[config.mk]
export PLATFORM = sky130hd
export DESIGN_NAME = stoplight_timed
export DESIGN_NICKNAME = d
export VERILOG_FILES = /design/src/rtl/stoplight_timed.sv
export SDC_FILE = /design/constraint.sdc
export NUM_CORES = 1
export LEC_CHECK = 0
export BUFFER_PORTS_ARGS = -buffer_cell sky130_fd_sc_hd__buf_2
export CORE_UTILIZATION = 50
export DETAILED_ROUTE_END_ITERATION = 10
export PLACE_DENSITY = 0.72
export SLEW_MARGIN = 5
export SYNTH_ARGS = -nofsm -noshare
export SYNTH_HDL_FRONTEND = slang
export SYNTH_SLANG_ARGS = --single-unit
export TNS_END_PERCENT = 1
[constraint.sdc]
create_clock -name clk -period 2.18 [get_ports clk]
set_input_delay 0.327 -clock clk [delete_from_list [all_inputs] [get_ports clk]]
set_output_delay 0.327 -clock clk [all_outputs]
set_load 0.005 [all_outputs]
[src/rtl/stoplight_timed.sv]
// Timed Washington Rd / Prospect Ave stoplight: a Moore FSM with an actuated Prospect green.
// Optional pedestrian walk phase: define STOPLIGHT_PED_WALK_EN.
module stoplight_timed #(
   parameter int WASH_MIN = 8,
   parameter int YLW_CYC  = 3,
   parameter int RED_CYC  = 1,
   parameter int PROS_MIN = 4,
   parameter int PROS_MAX = 10,
   parameter int CNT_W    = 8
) (
   input  logic       clk,
   input  logic       rst,
   input  logic       car_present,
`ifdef STOPLIGHT_PED_WALK_EN
   input  logic       ped_req,
   output logic       walk,
`endif
   output logic [2:0] light_pros,
   output logic [2:0] light_wash,
   output logic [2:0] phase
);

   typedef enum logic [2:0] {
      WASH_GRN = 3'd0,
      WASH_YLW = 3'd1,
      RED_A    = 3'd2,
      PROS_GRN = 3'd3,
      PROS_YLW = 3'd4,
      RED_B    = 3'd5
   } state_t;

   localparam logic [CNT_W-1:0] WMIN_L = CNT_W'(WASH_MIN - 1);
   localparam logic [CNT_W-1:0] YLW_L  = CNT_W'(YLW_CYC - 1);
   localparam logic [CNT_W-1:0] RED_L  = CNT_W'(RED_CYC - 1);
   localparam logic [CNT_W-1:0] PMIN_L = CNT_W'(PROS_MIN - 1);
   localparam logic [CNT_W-1:0] PMAX_L = CNT_W'(PROS_MAX - 1);
   localparam logic [CNT_W-1:0] CNT_SAT = '1;

   state_t           state;
   state_t           state_nx;
   logic [CNT_W-1:0] cnt;
   logic             car_req;
   logic             req;
   logic             enter_pg;

   assign enter_pg = (state_nx == PROS_GRN) && (state != PROS_GRN);

`ifdef STOPLIGHT_PED_WALK_EN
   localparam logic [CNT_W-1:0] PWALK_L = CNT_W'(PROS_MIN);

   logic ped_pend;
   logic walk_on;

   assign req  = car_present | car_req | ped_pend;
   assign walk = (state == PROS_GRN) && walk_on && (cnt < PWALK_L);

   // Latch pedestrian calls; arm the walk window when Prospect green starts.
   always_ff @(posedge clk) begin
      if (rst) begin
         ped_pend <= 1'b0;
         walk_on  <= 1'b0;
      end else if (enter_pg) begin
         ped_pend <= 1'b0;
         walk_on  <= ped_pend | ped_req;
      end else begin
         if (ped_req)
            ped_pend <= 1'b1;
         if (state_nx != PROS_GRN)
            walk_on <= 1'b0;
      end
   end
`else
   assign req = car_present | car_req;
`endif

   // State register.
   always_ff @(posedge clk) begin
      if (rst)
         state <= WASH_GRN;
      else
         state <= state_nx;
   end

   // Cycles-in-state counter: clears on a state change, saturates otherwise.
   always_ff @(posedge clk) begin
      if (rst || (state_nx != state))
         cnt <= '0;
      else if (cnt != CNT_SAT)
         cnt <= cnt + 1'b1;
   end

   // Remember a car seen outside Prospect green so short pulses are not lost.
   always_ff @(posedge clk) begin
      if (rst)
         car_req <= 1'b0;
      else if (enter_pg)
         car_req <= 1'b0;
      else if (car_present && (state != PROS_GRN))
         car_req <= 1'b1;
   end

   // Next-state logic; illegal encodings fall back to Washington green.
   always_comb begin
      state_nx = state;
      case (state)
         WASH_GRN:
            if (req && (cnt >= WMIN_L))
               state_nx = WASH_YLW;
         WASH_YLW:
            if (cnt == YLW_L)
               state_nx = RED_A;
         RED_A:
            if (cnt == RED_L)
               state_nx = PROS_GRN;
         PROS_GRN:
            if ((cnt >= PMIN_L) && (!car_present || (cnt == PMAX_L)))
               state_nx = PROS_YLW;
         PROS_YLW:
            if (cnt == YLW_L)
               state_nx = RED_B;
         RED_B:
            if (cnt == RED_L)
               state_nx = WASH_GRN;
         default:
            state_nx = WASH_GRN;
      endcase
   end

   // Light decode from the state register only.
   always_comb begin
      light_wash = 3'b001;
      light_pros = 3'b001;
      phase      = state;
      case (state)
         WASH_GRN: light_wash = 3'b100;
         WASH_YLW: light_wash = 3'b010;
         PROS_GRN: light_pros = 3'b100;
         PROS_YLW: light_pros = 3'b010;
         default: begin
            light_wash = 3'b001;
            light_pros = 3'b001;
         end
      endcase
   end

endmodule

==> results.md <==
- The run finished with clean final reports.
- The worst endpoint required time is 2320 ps.
- The placed instances occupy a cell area of 941 um^2.
- The number of standard cells in the layout, taps in and fillers out is 133.
- The critical path buffer and inverter count is 0.
- The worst setup path is launched from a register.
- The floorplan step set the die height to 43.3 um.
- The kind of capture point of the worst setup path is a register.
- The depth of the CTS H-tree is 1.
- The power density over the cells is 503 nW/um^2.
- The family with the most delay on the worst path is simple AND/OR/NAND/NOR gates.
- The normalized max-slew margin is 0.508.
- After clock tree synthesis, the clock-pin slew on the worst setup and hold paths is 80 ps.
- In the finished design, the share of the clock period the worst path needs comes to 0.889.
- The share of total power dissipated in combinational logic is 0.151.
- The cell internal power dissipation is 359 uW.
- For this design, the sink count on the clock tree is 12.
- The start-to-end type of the worst setup path is reg -> reg.
- Based on the critical path, the design can be clocked at up to 0.516 GHz.
- The detailed router finished its first iteration with 25 violations.
- Along the worst path, the maximum fanout reaches 9.
- The finished cells cover 982 um^2.
- The count of hold-fix buffers inserted at cts is 0.
- The global-route wire length before repair is 3320 um.
- The instance count of the mapped netlist is 102.
- The row count is 14.
- The share of final-layout standard cells stronger than drive strength 1 is 0.239.
- The arrival time at the worst endpoint is 2080 ps.
- For this run, the leading register cell type out of synthesis is sky130_fd_sc_hd__dfxtp_1.
- Once placement completed, the tool counted placed cells totaling 129.
- The total detailed-routing wirelength is 1970 um.
- Sorting the synthesized cells by how often they occur yields sky130_fd_sc_hd__dfxtp_1, sky130_fd_sc_hd__nor4_1, sky130_fd_sc_hd__inv_1, sky130_fd_sc_hd__nand2_1, sky130_fd_sc_hd__nor2_1.
- The final number of hold-violating endpoints came to 0.
- The stage delay of the slowest cell on the critical path is 590 ps.
- The mean cell area of the mapped netlist is 8.34 um^2.
- The startpoint identified for the worst hold timing path is rst.
- In the post-synthesis netlist, the biggest area contributors are sky130_fd_sc_hd__dfxtp_1, sky130_fd_sc_hd__nor4_1, sky130_fd_sc_hd__ha_1.
- After synthesis, the share of flip-flops with an asynchronous set or reset is 0.
- The initial antenna violation count was 0.
- In the routed layout, each cell is associated on average with a via count of 6.39.
- During placement, the flow inserted port buffers numbering 11.
- The detail route stage leaves a number of antenna-violating nets equal to 0.
- The die is 43.3 um wide.
- The number of antenna diodes in the final layout is 0.
- The largest total area in the synthesized netlist belongs to sky130_fd_sc_hd__dfxtp_1.
- For this design, the slowest cell found on the critical path is sky130_fd_sc_hd__or4_4.
- The post-synthesis instance area is 851 um^2.
- The origin of the critical flop-to-flop path is cnt[4]$_SDFFE_PP0P_.
- In the global route stage, overall resource usage came out at 0.238.
- Counting the buffers created by CTS gives 3.
- The number of search-and-repair iterations in the first detailed-routing pass is 4.
- The Yosys step of the flow raised 0 warnings.
- Fill cells in the final layout number 136.
- The clock tree from TritonCTS is yes.
- In this run, distinct cell masters in the synthesized netlist total 40.
- The placer's final routability congestion estimate is 0.818.
- Of the total power, the share spent switching nets is 0.272.
- The sequential element share of the synthesized area is 0.282.
- The via count of the first global-routing pass is 716.
- Traced cell by cell, the critical path runs through or4_4 -> o31a_4 -> nor3_4 -> nor4_1.
- After global routing the overflow that remains totals 0.
- Entering global routing, the biggest net connects 14 pins.
- The root buffer selected by CTS is sky130_fd_sc_hd__clkbuf_4.
- The later pin in the worst-skew pair is clocked with a latency of 280 ps.
- The effective utilization at floorplan is 0.552.
- The total I/O pin count is 12.
- Detailed placement finished with a half-perimeter wire length of 1420 um.
- The die covers 1870 um^2.
- Setup repair after global routing left no endpoint under its margin.
- The power dissipated by switching net loads is 135 uW.
- Counting flops with a built-in enable in the synthesized netlist gives 0.
- The net count after synthesis is 109.
- The timing startpoint of the critical path is cnt[4]$_SDFFE_PP0P_.
- Across the VDD grid, the largest voltage drop is 0.000474 V.
- The part of the power in the clock network is 0.376.
- At the end of the flow, the number of nets in the layout was 125.
- The routed wirelength normalized by instance count is 14.8 um.
- The final critical delay including setup and external delays is 1940 ps.
- The setup TNS is 0 ps.
- Across the run, the number of max-cap violations was 0.
- The clock passes through at most 2 buffers.
- The most used standard cell by instance count after synthesis is sky130_fd_sc_hd__dfxtp_1.
- The slew of the pin with the lowest slew margin is 735 ps.
- The number of pins exceeding their max-slew limit in the final report is 0.
- Between clock sinks in the finished design, the worst skew comes to 3.75 ps.
- The min-delay analysis places its worst path in the category in -> reg.
- The remaining routing DRC violations is 0.
- The share of synthesized area in the top cell type comes to 0.282.
- For this run, the share of the core covered by cells in the final layout is 0.637.
- The total area inside the core boundary comes to 1540 um^2.
- The area overhead of the layout relative to synthesis is 15.4%.
- The post-synthesis register bit count is 12.
- The share of total power dissipated in sequential elements is 0.473.
- The static leakage is 0.000409 uW.
- The routed via count is 850.
- The final number of setup-violating endpoints is 0.
timing repair:
action | CTS | global route
buffers inserted | 0 | 0
endpoints found under the setup margin | 0 | 8
resized for setup | 0 | 1
cell usage in the layout (no fill, tap or decap), types with 2 or more instances in the layout:
| cell | Yosys | final |
|---|---|---|
| sky130_fd_sc_hd__mux2i_1 | 2 | 2 |
| sky130_fd_sc_hd__or2_2 | 2 | 2 |
| sky130_fd_sc_hd__buf_2 | 0 | 11 |
| sky130_fd_sc_hd__nand2b_1 | 2 | 2 |
| sky130_fd_sc_hd__nor3b_1 | 2 | 2 |
| sky130_fd_sc_hd__nand2_1 | 6 | 6 |
| sky130_fd_sc_hd__nor4_1 | 9 | 9 |
| sky130_fd_sc_hd__nor3_1 | 3 | 3 |
| sky130_fd_sc_hd__nor2b_1 | 2 | 2 |
| sky130_fd_sc_hd__clkbuf_4 | 0 | 3 |
| sky130_fd_sc_hd__a21oi_1 | 5 | 5 |
| sky130_fd_sc_hd__and3_1 | 2 | 2 |
| sky130_fd_sc_hd__nand3_1 | 4 | 4 |
| sky130_fd_sc_hd__ha_1 | 4 | 4 |
| sky130_fd_sc_hd__o21ai_0 | 4 | 4 |
| sky130_fd_sc_hd__dfxtp_1 | 12 | 12 |
| sky130_fd_sc_hd__nor2_1 | 6 | 6 |
| sky130_fd_sc_hd__buf_4 | 1 | 5 |
| sky130_fd_sc_hd__nand4_1 | 4 | 4 |
| sky130_fd_sc_hd__inv_1 | 6 | 6 |
sequential cells by signal (all words and copies together), names as in the netlist:
name	flops
car_req	1
cnt	8
phase	3
final cells by class:
class	count	area [um^2]	area share
inverter	6	22.5	0.0229
clock buffer	4	36.3	0.0369
timing repair buffer	16	92.6	0.0943
sequential	12	240	0.245
tap	16	20.0	0.0204
multi-input combinational	79	571	0.581
through the flow:
stage | power, uW | hold WS (ps) | setup slack [ps]
detailed placement | 311 | 543 | 105
finish | 494 | 251 | 242
floorplan | 292 | 400 | 402
global route | 519 | 258 | 114
CTS | 491 | 250 | 82.8
global placement | 309 | 545 | 169
metal layers:
metal  vias to the layer above  track usage  share of wire
li1                        419            -              -
met1                       401        0.365           0.50
met5                         -            0              0
met4                         0       0.0909          0.016
met2                        25        0.325           0.45
met3                         5       0.0383          0.034
final timing paths:
kind	to	slack, ps	cells after the start
worst max register to register	cnt[5]$_SDFFE_PP0P_	240	4
worst max-delay path	cnt[5]$_SDFFE_PP0P_	240	4
worst min register to register	car_req$_SDFFE_PP0P_	570	2
worst min-delay path	car_req$_SDFFE_PP0P_	250	2
power by group through the flow:
stage                     registers [uW]  clock network, uW  logic (uW)
after floorplan                      238                  0        54.4
after global placement               238                  0        70.8
after detailed placement             239                  0        71.7
after CTS                            234                184        73.1
after global routing                 235                202        83.0
final                                233                186        74.4
cells by family (layout without fill, tap and decap cells):
kind of cell,count (synthesis),count (layout),share of synthesized area
muxes,2,2,0.0235
and+or+nand+nor,47,47,0.329
DFF,12,12,0.282
AOI/OAI and AO/OA,24,24,0.232
adders and majority gates,4,4,0.0588
xor gates and xnor gates,2,2,0.0206
buffers and inverters,11,26,0.0529
No activity file was read; power rests on OpenSTA's default activity.
